## src/rtl/vga_timing_pkg.sv

```systemverilog
// Shared timing constants and helpers for the VGA raster timing generator.
// Holds the stock 640x480@60 and 800x600 interval sets, the total-length
// derivations and the sync polarity encoding.
package vga_timing_pkg;

    // Sync polarity encoding: the level driven while the sync pulse is active.
    localparam int SYNC_ACTIVE_LOW  = 0;
    localparam int SYNC_ACTIVE_HIGH = 1;

    // 640x480@60, 25.175 MHz pixel clock.
    localparam int VGA640_H_ACTIVE = 640;
    localparam int VGA640_H_FP     = 16;
    localparam int VGA640_H_SYNC   = 96;
    localparam int VGA640_H_BP     = 48;
    localparam int VGA640_V_ACTIVE = 480;
    localparam int VGA640_V_FP     = 10;
    localparam int VGA640_V_SYNC   = 2;
    localparam int VGA640_V_BP     = 33;

    // 800x600@60, 40 MHz pixel clock; both syncs are active-high.
    localparam int SVGA800_H_ACTIVE = 800;
    localparam int SVGA800_H_FP     = 40;
    localparam int SVGA800_H_SYNC   = 128;
    localparam int SVGA800_H_BP     = 88;
    localparam int SVGA800_V_ACTIVE = 600;
    localparam int SVGA800_V_FP     = 1;
    localparam int SVGA800_V_SYNC   = 4;
    localparam int SVGA800_V_BP     = 23;

    // Pixels per complete line.
    function automatic int h_total_of(input int active, input int fp,
                                      input int sync, input int bp);
        return active + fp + sync + bp;
    endfunction

    // Lines per complete frame.
    function automatic int v_total_of(input int active, input int fp,
                                      input int sync, input int bp);
        return active + fp + sync + bp;
    endfunction

endpackage

```

## src/rtl/vga_timing_gen_counter.sv

```systemverilog
// Modulo counter used for both the pixel and the line axis. Counts 0..MAX on
// inc and flags the wrap so the next axis can chain off it. clr forces zero
// regardless of inc so a resynchronise can land the line counter mid-line.
module timing_wrap_counter #(
    parameter int CNT_W = 16,
    parameter int MAX   = 799
) (
    input  logic             clk,
    input  logic             rst,
    input  logic             inc,
    input  logic             clr,
    output logic [CNT_W-1:0] count,
    output logic             wrap
);

    localparam logic [CNT_W-1:0] MAX_C = CNT_W'(MAX);

    // Wrap is combinational so the chained counter advances on the same tick.
    assign wrap = inc && (count == MAX_C);

    // Count register: clear wins over increment, wrap folds back to zero.
    always_ff @(posedge clk) begin
        if (rst) begin
            count <= '0;
        end else if (clr) begin
            count <= '0;
        end else if (inc) begin
            count <= wrap ? '0 : count + 1'b1;
        end
    end

endmodule

```

## src/rtl/vga_timing_gen.sv

```systemverilog
// Raster timing generator: pixel/line counters with programmable intervals,
// registered sync/blank levels aligned with the presented counts, line and
// frame strobes, and a completed-frame counter.
module vga_timing_gen
    import vga_timing_pkg::*;
#(
    parameter int H_ACTIVE = VGA640_H_ACTIVE,
    parameter int H_FP     = VGA640_H_FP,
    parameter int H_SYNC   = VGA640_H_SYNC,
    parameter int H_BP     = VGA640_H_BP,
    parameter int V_ACTIVE = VGA640_V_ACTIVE,
    parameter int V_FP     = VGA640_V_FP,
    parameter int V_SYNC   = VGA640_V_SYNC,
    parameter int V_BP     = VGA640_V_BP,
    parameter int HS_POL   = SYNC_ACTIVE_LOW,
    parameter int VS_POL   = SYNC_ACTIVE_LOW,
    parameter int CNT_W    = 16,
    parameter int FRM_W    = 8
) (
    input  logic             clk,
    input  logic             rst,
    input  logic             en,
    input  logic             restart,
    output logic [CNT_W-1:0] h_count,
    output logic [CNT_W-1:0] v_count,
    output logic             hsync,
    output logic             vsync,
    output logic             video_on,
    output logic             line_start,
    output logic             frame_start,
    output logic [FRM_W-1:0] frame_count
);

    localparam int H_TOTAL = h_total_of(H_ACTIVE, H_FP, H_SYNC, H_BP);
    localparam int V_TOTAL = v_total_of(V_ACTIVE, V_FP, V_SYNC, V_BP);

    // Refuse to build a timing that has an empty interval or whose counts
    // cannot be represented in CNT_W bits.
    generate
        if (H_ACTIVE < 1 || H_FP < 1 || H_SYNC < 1 || H_BP < 1 ||
            V_ACTIVE < 1 || V_FP < 1 || V_SYNC < 1 || V_BP < 1) begin : g_bad_interval
            $error("vga_timing_gen: every timing interval must be at least 1");
        end
        if ((longint'(H_TOTAL) - 1) >= (longint'(1) << CNT_W) ||
            (longint'(V_TOTAL) - 1) >= (longint'(1) << CNT_W)) begin : g_bad_width
            $error("vga_timing_gen: CNT_W too narrow for H_TOTAL/V_TOTAL");
        end
    endgenerate

    localparam logic [CNT_W-1:0] H_ACT_C  = CNT_W'(H_ACTIVE);
    localparam logic [CNT_W-1:0] HS_BEG_C = CNT_W'(H_ACTIVE + H_FP);
    localparam logic [CNT_W-1:0] HS_END_C = CNT_W'(H_ACTIVE + H_FP + H_SYNC);
    localparam logic [CNT_W-1:0] V_ACT_C  = CNT_W'(V_ACTIVE);
    localparam logic [CNT_W-1:0] VS_BEG_C = CNT_W'(V_ACTIVE + V_FP);
    localparam logic [CNT_W-1:0] VS_END_C = CNT_W'(V_ACTIVE + V_FP + V_SYNC);

    localparam logic HS_ON  = (HS_POL != 0);
    localparam logic VS_ON  = (VS_POL != 0);
    localparam logic HS_OFF = ~HS_ON;
    localparam logic VS_OFF = ~VS_ON;

    logic             h_wrap;
    logic             v_wrap;
    logic             v_inc;
    logic             resync;
    logic [CNT_W-1:0] h_next;
    logic [CNT_W-1:0] v_next;

    assign resync = en && restart;
    assign v_inc  = en && h_wrap;

    timing_wrap_counter #(
        .CNT_W (CNT_W),
        .MAX   (H_TOTAL - 1)
    ) u_h_cnt (
        .clk   (clk),
        .rst   (rst),
        .inc   (en),
        .clr   (resync),
        .count (h_count),
        .wrap  (h_wrap)
    );

    timing_wrap_counter #(
        .CNT_W (CNT_W),
        .MAX   (V_TOTAL - 1)
    ) u_v_cnt (
        .clk   (clk),
        .rst   (rst),
        .inc   (v_inc),
        .clr   (resync),
        .count (v_count),
        .wrap  (v_wrap)
    );

    // Half-open window test on a count value.
    function automatic logic in_span(input logic [CNT_W-1:0] c,
                                     input logic [CNT_W-1:0] lo,
                                     input logic [CNT_W-1:0] hi);
        return (c >= lo) && (c < hi);
    endfunction

    // Counts the counters will present after this clock; decoding these keeps
    // the registered levels in step with h_count/v_count.
    always_comb begin
        h_next = h_count;
        v_next = v_count;
        if (en) begin
            if (restart) begin
                h_next = '0;
                v_next = '0;
            end else begin
                h_next = h_wrap ? '0 : h_count + 1'b1;
                if (h_wrap) begin
                    v_next = v_wrap ? '0 : v_count + 1'b1;
                end
            end
        end
    end

    // Registered sync/blank levels, strobes and frame counter.
    always_ff @(posedge clk) begin
        if (rst) begin
            hsync       <= HS_OFF;
            vsync       <= VS_OFF;
            video_on    <= 1'b1;
            line_start  <= 1'b0;
            frame_start <= 1'b0;
            frame_count <= '0;
        end else begin
            line_start  <= en && (h_next == '0);
            frame_start <= en && (h_next == '0) && (v_next == '0);
            if (en) begin
                hsync    <= in_span(h_next, HS_BEG_C, HS_END_C) ? HS_ON : HS_OFF;
                vsync    <= in_span(v_next, VS_BEG_C, VS_END_C) ? VS_ON : VS_OFF;
                video_on <= (h_next < H_ACT_C) && (v_next < V_ACT_C);
                // A resynchronise is not a completed frame.
                if (v_wrap && !restart) begin
                    frame_count <= frame_count + 1'b1;
                end
            end
        end
    end

endmodule

```

## config.mk

```make
export PLATFORM = sky130hd
export DESIGN_NAME = vga_timing_gen
export DESIGN_NICKNAME = d
export VERILOG_FILES = /design/src/rtl/vga_timing_pkg.sv /design/src/rtl/vga_timing_gen_counter.sv /design/src/rtl/vga_timing_gen.sv
export SDC_FILE = /design/constraint.sdc
export NUM_CORES = 1
export LEC_CHECK = 0
export BUFFER_PORTS_ARGS = -buffer_cell sky130_fd_sc_hd__buf_4
export CORE_ASPECT_RATIO = 1.25
export CORE_MARGIN = 5
export CORE_UTILIZATION = 51
export DETAILED_ROUTE_END_ITERATION = 8
export PLACE_DENSITY_LB_ADDON = 0.3
export SLEW_MARGIN = 30
export SYNTH_ARGS = -nofsm -noshare
export SYNTH_HDL_FRONTEND = slang
export SYNTH_SLANG_ARGS = --single-unit
```

## constraint.sdc

```tcl
create_clock -name clk -period 2.7 [get_ports clk]
set_input_delay 0.405 -clock clk [delete_from_list [all_inputs] [get_ports clk]]
set_output_delay 0.405 -clock clk [all_outputs]
set_load 0.1 [all_outputs]
```

; ---- Yosys cells after proc, flatten, opt, wreduce, memory -nomap -nowiden
; Index checks and enable logic that the tools add are counted.
[op_classes]
n_addsub = 3
multipliers = 0
div = 0
order_cmp = 6
eq_ne = 2
shifts = 0
n_mux = 9
bitwise_logic = 0
reduce_logical = 15
[op_table]
columns = operator, count
row1 = 16-bit 2-to-1 mux, 7
row2 = "16-bit by 1-bit adder with 16-bit output, second input constant", 2
row3 = "16-bit by 10-bit == test with 1-bit output, second input constant", 2
row4 = 16-bit zero test, 2
row5 = "16-bit by 10-bit < comparator with 1-bit output, second input constant", 2
row6 = "16-bit by 9-bit < comparator with 1-bit output, second input constant", 2
row7 = "16-bit by 10-bit greater-or-equal comparator with 1-bit output, second input constant", 1
row8 = "16-bit by 9-bit greater-or-equal comparator with 1-bit output, second input constant", 1
row9 = 1-bit logical AND, 10
row10 = "8-bit by 1-bit adder with 8-bit output, second input constant", 1
row11 = 1-bit 2-to-1 mux, 2
row12 = 2-bit AND reduction, 1
row13 = 2-bit OR reduction, 1
row14 = 1-bit zero test, 1
[totals]
regBits = 45
latch_bits = 0
mem_bits_rw = 0
rom_bits = 0
inputBits = 4
output_inout_bits = 45
wordCells = 43
n_memories = 0

; ---- Logic depth before layout (Yosys ltp)
[logic_depth]
ltp_word = 11
depth_mapped = 11
depth_no_buf = 9

; ---- Modules after synthesis
; A second synthesis with hierarchy kept.
[unflattened]
cells_unflattened = 380
area_unflattened_um2 = 3109.2
[by_module_without_submodules]
columns = module, n_inst, cells_each, area_each_um2, seq_area_each_um2
row1 = vga_timing_gen, 1, 199, 1478.9, 260.2
row2 = timing_wrap_counter (u_h_cnt), 1, 91, 847.1, 320.3
row3 = timing_wrap_counter (u_v_cnt), 1, 90, 783.3, 320.3

; ---- Worst setup path before layout
; Ideal clock, no wire load.
[synth_path]
path_kind = register to register
start = register u_h_cnt.count[1]
end = register video_on
setup_time_ns = 0.122
arrival_time_ns = 3.206
t_required_ns = 2.578
setup_slack_ns = -0.628
path_stages_with_launch = 10
n_path_buf = 1
synth_period_minus_slack_ns = 3.328
cell_sequence = dfxtp_1 -> ha_1 -> and4_1 -> buf_2 -> nand2_1 -> or4_1 -> mux2_1 -> a311oi_1 -> nor4_1 -> a311o_1
[synth_between]
elab_chain_len = 10
word_cells_on_any_way = 15
cone_classes = add/sub (1) / order compare (2) / eq/ne (1) / mux (7) / reduce/logical (4)
[synth_lines]
columns = element, line_no
row1 = start: declaration, vga_timing_gen_counter.sv:12  ; output logic [CNT_W-1:0] count,
row2 = start signal: assignment, vga_timing_gen_counter.sv:28  ; count <= wrap ? '0 : count + 1'b1;
row3 = "parallel branches: the longest is 9 deep, another holds 16-bit by 1-bit adder with 16-bit output", -
row4 = 1-bit logical AND (*), vga_timing_gen.sv:136  ; video_on <= (h_next < H_ACT_C) && (v_next < V_ACT_C);
row5 = end signal: assignment, vga_timing_gen.sv:136
row6 = end: declaration, vga_timing_gen.sv:28  ; output logic video_on,
; Mark *: on every way between the ends.
; A chain may end at the register's enable or synchronous reset.

; ---- Worst setup path in the final report
[layout_path]
start = register u_h_cnt.count[6]
end = register vsync
[layout_between]
elab_chain_len = 11
word_cells_on_any_way = 12
cone_classes = order compare (2) / eq/ne (1) / mux (5) / reduce/logical (4)
[layout_lines]
columns = element, line_no
row1 = 16-bit by 10-bit == test with 1-bit output (*), vga_timing_gen_counter.sv:19  ; assign wrap = inc && (count == MAX_C);
row2 = 1-bit logical AND (*), vga_timing_gen_counter.sv:19
row3 = 1-bit logical AND, vga_timing_gen.sv:70  ; assign v_inc = en && h_wrap;
row4 = 1-bit logical AND, vga_timing_gen_counter.sv:19
row5 = 16-bit 2-to-1 mux, vga_timing_gen.sv:115  ; v_next = v_wrap ? '0 : v_count + 1'b1;
row6 = 16-bit 2-to-1 mux (*), vga_timing_gen.sv:114  ; if (h_wrap) begin
row7 = 16-bit 2-to-1 mux (*), vga_timing_gen.sv:109  ; if (restart) begin
row8 = 16-bit 2-to-1 mux (*), vga_timing_gen.sv:108  ; if (en) begin
row9 = 16-bit by 9-bit greater-or-equal comparator with 1-bit output / 16-bit by 9-bit < comparator with 1-bit output (equally long branches), vga_timing_gen.sv:100  ; return (c >= lo) && (c < hi);
row10 = 1-bit logical AND (*), vga_timing_gen.sv:100
row11 = 1-bit 2-to-1 mux (*), vga_timing_gen.sv:135  ; vsync <= in_span(v_next, VS_BEG_C, VS_END_C) ? VS_ON : VS_OFF;
row12 = end signal: assignment, vga_timing_gen.sv:135
row13 = end: declaration, vga_timing_gen.sv:27  ; output logic vsync,
; Mark *: on every way between the ends. The rest lies on a longest branch, timed or not.

==> flow_metrics.env <==
export IMPL_cp_slowest_cell="a2111oi_0"
export IMPL_rows=31
export IMPL_fp_coreArea_sq_mm=0.005779
export IMPL_fin_worst_skew_ps=5.874
export IMPL_final_nets=442
export IMPL_grt_pass1_wl_um=14290
export IMPL_ios=49
export IMPL_synth_nets=399
export IMPL_gr_usage_all_layers_pct=23.68
export IMPL_p_clk_share_pct=39.4
export IMPL_crit_path_end="vsync$_SDFFE_PP1P_"
export IMPL_whs_ps=451.4
export IMPL_firstDrtPassIters=5
export IMPL_synth_common_cells="nor2_1 (51), dfxtp_1 (45), nand2_1 (29)"
export IMPL_p_sw_w=0.0003108
export IMPL_synth_main_ff_cell="dfxtp_1"
export IMPL_diodes=0
export IMPL_r2r_end="vsync$_SDFFE_PP1P_"
export IMPL_grt_max_degree=40
export IMPL_yosysTopAreaCellShare_pct=29.88
export IMPL_setup_viol=0
export IMPL_final_layout_size_suffix_gt1_share_pct=27.13
export IMPL_path_depth=7
export IMPL_reg2reg_depth=7
export IMPL_synth_edf_count=0
export IMPL_fill_cells=506
export IMPL_critPathKind="reg2reg"
export IMPL_overflow=0
export IMPL_drv_slew=0
export IMPL_drt_iter0_markers=340
export IMPL_wl_per_cell_um=17.30
export IMPL_intPower_w=0.0009572
export IMPL_regToRegStartpoint="u_h_cnt.count[6]$_SDFFE_PP0P_"
export IMPL_antenna_found_initial=0
export IMPL_final_hold_violation_count=0
export IMPL_wl_met2_um=4377
export IMPL_synth_area_leader_cell="dfxtp_1"
export IMPL_ys_types=64
export IMPL_routed_wl_um=8665
export IMPL_rsz0062_at_grt="true"
export IMPL_power_density_mw_per_mm2=346.7
export IMPL_startpoint_type="register"
export IMPL_dp_final_hpwl_um=6272
export IMPL_routed_via_density=6.409
export IMPL_yosys_warnings=0
export IMPL_dieArea_sq_mm=0.007560
export IMPL_r2r_slack_ps=70
export IMPL_syn_to_final_growth_pct=21.29
export IMPL_setup_tns_ps=0
export IMPL_switching_share_pct=24.51
export IMPL_io_buffers=48
export IMPL_tightestPinTransition_ps=565.8
export IMPL_maxCapViolCount=0
export IMPL_clkLatencyLatePin_ps=300
export IMPL_cts_buffers=5
export IMPL_synth_seq_cells=45
export IMPL_max_stage_delay_ps=520
export IMPL_critPathTopFamily="compound AO/OA/AOI/OAI gates"
export IMPL_cp_cell_sequence="and4bb_1, and4_1, a21oi_1, nand2_1, a2111oi_0, buf_4, a41oi_1"
export IMPL_die_y_um=95.97
export IMPL_via_count=3211
export IMPL_crit_buf_inv=1
export IMPL_pwr_share_comb_pct=8.5
export IMPL_yosysSeqAreaShare_pct=29.88
export IMPL_period_minus_slack_ps=2631
export IMPL_remaining_drc_errors=0
export IMPL_grt_pass1_vias=2938
export IMPL_period_share_pct=97.46
export IMPL_die_x_um=78.78
export IMPL_slew_headroom_pct=61.99
export IMPL_ys_top_cells_by_area="dfxtp_1 (30%), nor2_1 (6.3%), xor2_1 (4.4%), nor3_1 (4.3%), xnor2_1 (3.8%)"
export IMPL_crit_fanout=12
export IMPL_cts_max_level=2
export IMPL_ctsHoldBuffers=0
export IMPL_syn_instance_count=391
export IMPL_yosysMostFrequentCell="nor2_1"
export IMPL_synthArstFlopShare_pct=0
export IMPL_ant_nets=0
export IMPL_hp_class="in2reg"
export IMPL_path_clk_slew_ps=80
export IMPL_fmax_mhz=380.0
export IMPL_cp_arrival_ps=2800
export IMPL_syn_area_sq_mm=0.003015
export IMPL_outcome="completed"
export IMPL_p_leak_nw=1.362
export IMPL_avgSynthCellArea_sq_um=7.712
export IMPL_gp_congestion=0.9342
export IMPL_cts_max_path_buffers=2
export IMPL_start_util_pct=52.18
export IMPL_peakVddDrop_uv=274.7
export IMPL_worstSetupEndpointType="register"
export IMPL_place_area_sq_mm=0.003522
export IMPL_wl_met1_um=3404
export IMPL_seq_power_share_pct=52.1
export IMPL_required_ps=2870
export IMPL_cts_tree="done"
export IMPL_cts_sinks=45
export IMPL_fin_total_pwr_w=0.001268
export IMPL_finalInstanceArea_sq_mm=0.003657
export IMPL_met3_length_um=612
export IMPL_cts_root_buffer="clkbuf_8"
export IMPL_crit_start="u_h_cnt.count[6]$_SDFFE_PP0P_"
export IMPL_top_layer_used="met4"
## per-stage QoR
step	setup slack [ps]	instances	util, %
4_1_cts	52.49	499	62.78
6_report	68.62	501	63.28
3_3_place_gp	191.4	491	60.94
5_1_grt	-27.60	501	63.28
2_1_floorplan	8.691	391	-
3_5_place_dp	100.4	491	60.94
## power groups by stage
| stage | clock [W] | sequential (W) | combinational [W] |
|---|---|---|---|
| final | 0.000500 | 0.000661 | 0.000108 |
| after global routing | 0.000538 | 0.000661 | 0.000114 |
| after CTS | 0.000514 | 0.000661 | 0.000107 |
| after detailed placement | 0 | 0.000676 | 0.000107 |
| after global placement | 0 | 0.000676 | 0.000105 |
| after floorplan | 0 | 0.000705 | 0.0000491 |
## sequential cells by signal (all words and copies together), names as in the netlist
name           cells
frame_start        1
hsync              1
u_h_cnt.count     16
vsync              1
line_start         1
video_on           1
u_v_cnt.count     16
frame_count        8
## routing by layer
metal / global-route usage (%) / vias to the layer above
li1: - / 1510
met1: 27.75 / 1489
met2: 42.07 / 179
met3: 3.745 / 33
met4: 11.37 / 0
met5: 0 / -
## placed cells by master (no fill, tap or decap), types with 6 or more instances in the layout
master and count:
nand3_1 14, a22oi_1 6, xor2_1 15, dfxtp_4 12, a21oi_1 18, o21ai_0 17
and3_1 6, dfxtp_1 18, inv_1 8, nand2_1 29, nand4_1 15, nor2_1 51
nand2b_1 6, nor3_1 26, and4_1 6, dfxtp_2 15, xnor2_1 13, buf_4 66
nor4_1 8
## cell families (layout without fill, tap and decap cells)
group / count (synthesis) / count (layout) / synth area share (%)
and+or+nand+nor: 199 / 199 / 36.35
AOI/OAI and AO/OA: 71 / 71 / 16.52
DFF: 45 / 45 / 29.88
buffers and inverters: 38 / 82 / 5.394
xor gates and xnor gates: 28 / 28 / 8.133
muxes: 6 / 6 / 2.075
adders and majority gates: 4 / 4 / 1.660
## worst min-delay path by stage
| stage | start | endpoint | slack (ps) | depth (start not counted) |
|---|---|---|---|---|
| 6_report | rst | frame_count[6]$_SDFFE_PP0P_ | 450 | 2 |
| 5_1_grt | rst | frame_count[4]$_SDFFE_PP0P_ | 440 | 2 |
| 3_5_place_dp | u_v_cnt.count[2]$_SDFFE_PP0P_ | u_v_cnt.count[2]$_SDFFE_PP0P_ | 510 | 2 |
| 2_1_floorplan | restart | u_h_cnt.count[4]$_SDFFE_PP0P_ | 620 | 3 |
| 4_1_cts | rst | frame_count[4]$_SDFFE_PP0P_ | 450 | 2 |
| 3_3_place_gp | frame_count[7]$_SDFFE_PP0P_ | frame_count[7]$_SDFFE_PP0P_ | 500 | 2 |
## layout make-up
cell class / instances / area, sq um / share of cell area [%]
sequential: 45 / 964.7 / 26.38
timing repair buffer: 66 / 495.5 / 13.55
tap: 66 / 82.58 / 2.258
inverter: 8 / 30.03 / 0.8211
clock inverter: 2 / 33.78 / 0.9237
multi-input combinational: 308 / 1978 / 54.09
clock buffer: 6 / 72.57 / 1.984
## timing repair
action,in CTS,in global routing
setup buffers,0,2
endpoints found under the setup margin,0,3
gates resized for setup,0,3
No activity file was read; power rests on OpenSTA's default activity.
